## src/rtl/res_buf_if.sv

```systemverilog
// Bundle of the upstream pair/handshake, the output head and the status signals of res_buf.
// The slave modport is the buffer itself; the master modport is whoever drives and consumes it.
interface res_buf_if #(
  parameter int DEPTH = 4
);
  localparam int CW = $clog2(DEPTH + 1);

  logic [7:0]    s1;
  logic [7:0]    s2;
  logic          in_valid;
  logic          in_ready;
  logic [15:0]   out_data;
  logic          out_valid;
  logic          out_ready;
  logic [CW-1:0] count;
  logic          overflow;
  logic          clr_ovf;
  logic [7:0]    max_s1;
  logic [7:0]    max_s2;

  modport slave (
    input  s1, s2, in_valid, out_ready, clr_ovf,
    output in_ready, out_data, out_valid, count, overflow, max_s1, max_s2
  );

  modport master (
    output s1, s2, in_valid, out_ready, clr_ovf,
    input  in_ready, out_data, out_valid, count, overflow, max_s1, max_s2
  );
endinterface

```

## src/rtl/res_buf.sv

```systemverilog
// res_buf: result buffer behind the accumulator/multiplier stages.
// After reset it ignores its input for WARMUP cycles while the upstream pipeline fills,
// then captures {s1,s2} pairs into a DEPTH-entry FIFO, dropping (and flagging) pairs when full.
// Optional feature: define RES_BUF_MAX_EN to track the running unsigned maxima of accepted s1/s2;
// without it max_s1/max_s2 are tied to zero and no comparators exist.
module res_buf #(
  parameter int DEPTH  = 4,
  parameter int WARMUP = 4
) (
  input logic      clk,
  input logic      rst,
  res_buf_if.slave bus
);
  localparam int AW = $clog2(DEPTH);
  localparam int CW = $clog2(DEPTH + 1);
  localparam logic [7:0] WARM_LAST = (WARMUP == 0) ? 8'd0 : 8'(WARMUP - 1);

  typedef enum logic {WARM, CAPT} state_e;

  state_e        state_q, state_d;
  logic [7:0]    warm_cnt_q, warm_cnt_d;
  logic [15:0]   mem_q [DEPTH];
  logic [AW-1:0] wptr_q, wptr_d;
  logic [AW-1:0] rptr_q, rptr_d;
  logic [CW-1:0] count_q, count_d;
  logic          ovf_q, ovf_d;
  logic          capt;
  logic          full;
  logic          push;
  logic          pop;
  logic          drop;
  logic          warm_done;

  assign warm_done = (WARMUP == 0) || (warm_cnt_q == WARM_LAST);

  // State register: warm-up phase entered on reset, counter restarts from zero
  always_ff @(posedge clk) begin
    if (rst) begin
      state_q    <= WARM;
      warm_cnt_q <= 8'd0;
    end else begin
      state_q    <= state_d;
      warm_cnt_q <= warm_cnt_d;
    end
  end

  // Next-state: leave WARM once the counter has covered the warm-up window; CAPT is terminal
  always_comb begin
    state_d    = state_q;
    warm_cnt_d = warm_cnt_q;
    case (state_q)
      WARM: begin
        warm_cnt_d = warm_cnt_q + 8'd1;
        if (warm_done) state_d = CAPT;
      end
      CAPT: state_d = CAPT;
    endcase
  end

  // FSM outputs and handshake decode; full is judged before any same-cycle pop
  always_comb begin
    capt = (state_q == CAPT);
    full = (count_q == CW'(DEPTH));
    push = capt && bus.in_valid && !full;
    drop = capt && bus.in_valid && full;
    pop  = (count_q != '0) && bus.out_ready;
  end

  // Datapath next-state: pointers wrap naturally since DEPTH is a power of two; drop beats clear
  always_comb begin
    wptr_d  = wptr_q;
    rptr_d  = rptr_q;
    count_d = count_q;
    ovf_d   = ovf_q;
    if (push) wptr_d = wptr_q + AW'(1);
    if (pop)  rptr_d = rptr_q + AW'(1);
    case ({push, pop})
      2'b10:   count_d = count_q + CW'(1);
      2'b01:   count_d = count_q - CW'(1);
      default: count_d = count_q;
    endcase
    if (drop)             ovf_d = 1'b1;
    else if (bus.clr_ovf) ovf_d = 1'b0;
  end

  // Datapath registers: reset empties the FIFO by clearing pointers and occupancy
  always_ff @(posedge clk) begin
    if (rst) begin
      wptr_q  <= '0;
      rptr_q  <= '0;
      count_q <= '0;
      ovf_q   <= 1'b0;
    end else begin
      wptr_q  <= wptr_d;
      rptr_q  <= rptr_d;
      count_q <= count_d;
      ovf_q   <= ovf_d;
    end
  end

  // Entry storage: contents need no reset because out_valid masks stale data
  always_ff @(posedge clk) begin
    if (!rst && push) mem_q[wptr_q] <= {bus.s1, bus.s2};
  end

`ifdef RES_BUF_MAX_EN
  logic [7:0] max1_q, max1_d;
  logic [7:0] max2_q, max2_d;

  // Running maxima follow accepted pushes only; dropped pairs never reach them
  always_comb begin
    max1_d = max1_q;
    max2_d = max2_q;
    if (push) begin
      if (bus.s1 > max1_q) max1_d = bus.s1;
      if (bus.s2 > max2_q) max2_d = bus.s2;
    end
  end

  // Maxima registers, cleared with the rest of the block
  always_ff @(posedge clk) begin
    if (rst) begin
      max1_q <= 8'd0;
      max2_q <= 8'd0;
    end else begin
      max1_q <= max1_d;
      max2_q <= max2_d;
    end
  end

  assign bus.max_s1 = max1_q;
  assign bus.max_s2 = max2_q;
`else
  assign bus.max_s1 = 8'd0;
  assign bus.max_s2 = 8'd0;
`endif

  assign bus.in_ready  = capt && !full;
  assign bus.out_valid = (count_q != '0);
  assign bus.out_data  = mem_q[rptr_q];
  assign bus.count     = count_q;
  assign bus.overflow  = ovf_q;
endmodule

```

## src/flat_wrapper.sv

```systemverilog
// flat-port wrapper written by rule: the top's interface ports become plain ports
module res_buf_flat 
#(
  parameter int DEPTH  = 4,
  parameter int WARMUP = 4
)
  (clk, rst, bus_s1, bus_s2, bus_in_valid, bus_out_ready, bus_clr_ovf, bus_in_ready, bus_out_data, bus_out_valid, bus_count, bus_overflow, bus_max_s1, bus_max_s2);
  res_buf_if #(.DEPTH(DEPTH)) bus_i ();
  input logic clk;
  input logic rst;
  input wire logic [$bits(bus_i.s1)-1:0] bus_s1;
  input wire logic [$bits(bus_i.s2)-1:0] bus_s2;
  input wire logic [$bits(bus_i.in_valid)-1:0] bus_in_valid;
  input wire logic [$bits(bus_i.out_ready)-1:0] bus_out_ready;
  input wire logic [$bits(bus_i.clr_ovf)-1:0] bus_clr_ovf;
  output wire logic [$bits(bus_i.in_ready)-1:0] bus_in_ready;
  output wire logic [$bits(bus_i.out_data)-1:0] bus_out_data;
  output wire logic [$bits(bus_i.out_valid)-1:0] bus_out_valid;
  output wire logic [$bits(bus_i.count)-1:0] bus_count;
  output wire logic [$bits(bus_i.overflow)-1:0] bus_overflow;
  output wire logic [$bits(bus_i.max_s1)-1:0] bus_max_s1;
  output wire logic [$bits(bus_i.max_s2)-1:0] bus_max_s2;
  assign bus_i.s1 = bus_s1;
  assign bus_i.s2 = bus_s2;
  assign bus_i.in_valid = bus_in_valid;
  assign bus_i.out_ready = bus_out_ready;
  assign bus_i.clr_ovf = bus_clr_ovf;
  assign bus_in_ready = bus_i.in_ready;
  assign bus_out_data = bus_i.out_data;
  assign bus_out_valid = bus_i.out_valid;
  assign bus_count = bus_i.count;
  assign bus_overflow = bus_i.overflow;
  assign bus_max_s1 = bus_i.max_s1;
  assign bus_max_s2 = bus_i.max_s2;
  res_buf #(.DEPTH(DEPTH), .WARMUP(WARMUP)) u_core (.clk(clk), .rst(rst), .bus(bus_i));
endmodule
```

## config.mk

```make
export PLATFORM = sky130hd
export DESIGN_NAME = res_buf_flat
export DESIGN_NICKNAME = d
export VERILOG_FILES = /design/src/rtl/res_buf_if.sv /design/src/rtl/res_buf.sv /design/src/flat_wrapper.sv
export SDC_FILE = /design/constraint.sdc
export NUM_CORES = 1
export LEC_CHECK = 0
export ABC_CLOCK_PERIOD_IN_PS = 5890
export BUFFER_PORTS_ARGS = -buffer_cell sky130_fd_sc_hd__clkbuf_2
export CORE_MARGIN = 3
export CORE_UTILIZATION = 35
export DETAILED_ROUTE_END_ITERATION = 8
export PLACE_DENSITY = 0.63
export SLEW_MARGIN = 15
export SYNTH_ARGS = -nofsm -noshare
export SYNTH_HDL_FRONTEND = slang
export SYNTH_SLANG_ARGS = --single-unit
```

## constraint.sdc

```tcl
create_clock -name clk -period 5.89 [get_ports clk]
set_input_delay 0.2945 -clock clk [delete_from_list [all_inputs] [get_ports clk]]
set_output_delay 0.2945 -clock clk [all_outputs]
set_load 0.05 [all_outputs]
```

==> qor.csv <==
metric;value;unit
Worst setup EP type;flop;
critical path cell sequence;nor3b_2 > nor2_1 > inv_1 > ha_1 > inv_1 > fa_1 > xor2_1 > or3_1 > a21oi_1;
fin. max-slew vios;0;
Leak;1.34;nW
CP Launch Type;flop;
reg-to-reg endpoint;u_core.bus.count[2]$_SDFFE_PP0P_;
Rows;35;
Post-Syn Area;3360;um^2
CP top delay family;simple AND/OR/NAND/NOR gates;
Critical-path top delay cell;dfxtp_1;
CTS tree;done;
Synth cell types;35;
R2R Setup Slk;3.64;ns
crit path buf inv count;2;
Initial DRC Count;61;
Seq cells post-synth;83;
DR WL/cell;14.5;um
grt ovf;0;
Pre-Repair DR Iteration Count;4;
final core occ;40.9;%
Mapped Cells;200;
Area growth syn-to-layout;13.2;%
R2R depth;9;
Post-synth top cells;edfxtp_1, dfxtp_1, buf_4;
VDD IR max;0.157;mV
post-CTS sizing;0;
DP Wirelength;3590;um
hold-fix buffer count after cts;0;
PD cells;305;nW/um^2
slew margin rel.;41.5;%
final hold viol count;0;
Final Cycle Share;38.2;%
CTS Buffer Depth;2;
area fraction of the dominant cell type after synthesis;57.3;%
TNS Setup;0;ns
core area;9280;um^2
# IOs;59;
clk_skew;0.00681;ns
RSZ-0062 raised after global routing;no;
largest net degree at the start of global routing;21;
# H-tree levels;3;
# port buffers;42;
Slew @ Worst Pin;0.877;ns
die area;10800;um^2
nets;274;
Die Y;104;um
number of vias per cell;4.45;
Synth Warn #;0;
Root Buffer;clkbuf_8;
Area contributors post-synth;edfxtp_1, dfxtp_1, mux4_2;
most used flip-flop cell after synthesis;edfxtp_1;
Crit Path Category;reg -> reg;
CP required;6.17;ns
path type of the worst min-delay path;in -> reg;
Worst-path clk slew;0.09;ns
share of layout cells above drive strength 1;30.3;%
final setup fails;0;
post-synth top area cell;edfxtp_1;
status;completed;
Clock Latency Late Sink;0.36;ns
fin crit period;2.25;ns
reg-to-reg startpoint;u_core.bus.count[2]$_SDFFE_PP0P_;
Tot GR Track Use;11.3;%
initial core utilization;36.1;%
Post-DRT Antenna Nets;0;
CP dominant cell by count;inv_1;
Worst Hold Depth;1;
sequential area share after synthesis;68.6;%
CP peak stage delay;0.41;ns
WL final;5520;um
Worst Min Path Start;bus_s1[6];
post-CTS setup buffer count;0;
Post-synth EDFFs;64;
Num CTS Buffers;9;
first-pass GRT wire length;9200;um
routability congestion estimate;0.726;
Clock Sinks;83;
max cap viols;0;
Max Clk Rate;0.445;GHz
initial antenna violation count;0;
Hold Path Sink;u_core.mem_q[1][14]$_DFFE_PP_;
WHS;0.151;ns
crit path DAT;2.53;ns
Async S/R FF share, synth;0;%
CP Max Fanout;7;
total number of vias;1692;
drc violations;0;
via count of the first global-routing pass;1733;
chip width;104;um
cell with the most instances after synthesis;edfxtp_1;
synthesized area per cell;16.8;um^2
antenna fix cells;0;
-- state kept, by name, summed over array words and instances (netlist names), named ones only --
register	count
u_core.bus.overflow	1
u_core.warm_cnt_q	8
u_core.bus.count	3
u_core.wptr_q	2
u_core.mem_q	64
u_core.capt	1
u_core.rptr_q	2
-- stage by stage --
step                      std cells  worst slack (ns)  cell area (um^2)  total power, mW
after global routing            380              3.41              3800             1.21
after floorplan                 215              3.46              3410            0.793
final                           380              3.64              3800             1.16
after global placement          364              3.72              3620            0.812
after CTS                       380              3.56              3800             1.17
after detailed placement        364              3.66              3620            0.813
-- kinds of logic after synthesis --
| logic type | count (synthesis) | share of synthesized area, % |
|---|---|---|
| flip-flops | 83 | 68.6 |
| AND/OR/NAND/NOR | 38 | 6.79 |
| XOR/XNOR | 8 | 2.09 |
| multiplexers | 17 | 11.0 |
| AO/OA/AOI/OAI | 16 | 2.80 |
| other | 1 | 0.112 |
| buffers and inverters | 30 | 5.74 |
| adder cells (fa/ha/maj) | 7 | 2.83 |
-- routing by layer --
metal | vias up | global-route usage, % | routed length (um)
met5 | - | 0 | 0
met4 | 0 | 5.13 | 96
met3 | 9 | 4.59 | 338
li1 | 810 | - | -
met2 | 46 | 17.1 | 2610
met1 | 827 | 14.1 | 2470
-- report_power, final --
part	total, mW	switching, mW	internal (mW)
sequential	0.654	0.0143	0.640
combinational	0.144	0.101	0.0432
clock	0.361	0.206	0.155
-- worst max-delay path by stage --
stage	from	to	slack [ns]	cells past startpoint
floorplan	u_core.bus.count[2]$_SDFFE_PP0P_	u_core.bus.count[2]$_SDFFE_PP0P_	3.46	9
global placement	u_core.bus.count[2]$_SDFFE_PP0P_	u_core.bus.count[2]$_SDFFE_PP0P_	3.72	9
detailed placement	u_core.bus.count[2]$_SDFFE_PP0P_	u_core.bus.count[2]$_SDFFE_PP0P_	3.66	9
CTS	flop	bus_out_data[0]	3.56	3
global route	u_core.capt$_SDFF_PP0_	u_core.mem_q[0][13]$_DFFE_PP_	3.41	3
finish	u_core.bus.count[2]$_SDFFE_PP0P_	u_core.bus.count[2]$_SDFFE_PP0P_	3.64	9
-- final cells by class --
| cell class | count | area, um^2 |
|---|---|---|
| fill | 862 | 5480 |
| sequential | 83 | 2300 |
| multi-input combinational | 102 | 917 |
| timing repair buffer | 43 | 218 |
| tap | 129 | 161 |
| clock buffer | 9 | 124 |
| clock inverter | 7 | 51.3 |
| inverter | 7 | 26.3 |
-- placed cells by master, fill, tap and decap left out, types with 2 or more instances in the layout --
master,n
ha_1,6
nand2_1,2
o21ai_0,5
conb_1,16
xnor2_1,2
clkinv_4,2
dfxtp_1,19
xor2_1,6
inv_1,7
mux4_2,16
nor3_1,2
clkbuf_8,9
clkbuf_2,42
nor2b_1,2
edfxtp_1,64
and2_1,4
nor2_1,14
or3_1,6
inv_6,2
a21oi_1,7
No activity file was read; power rests on OpenSTA's default activity.
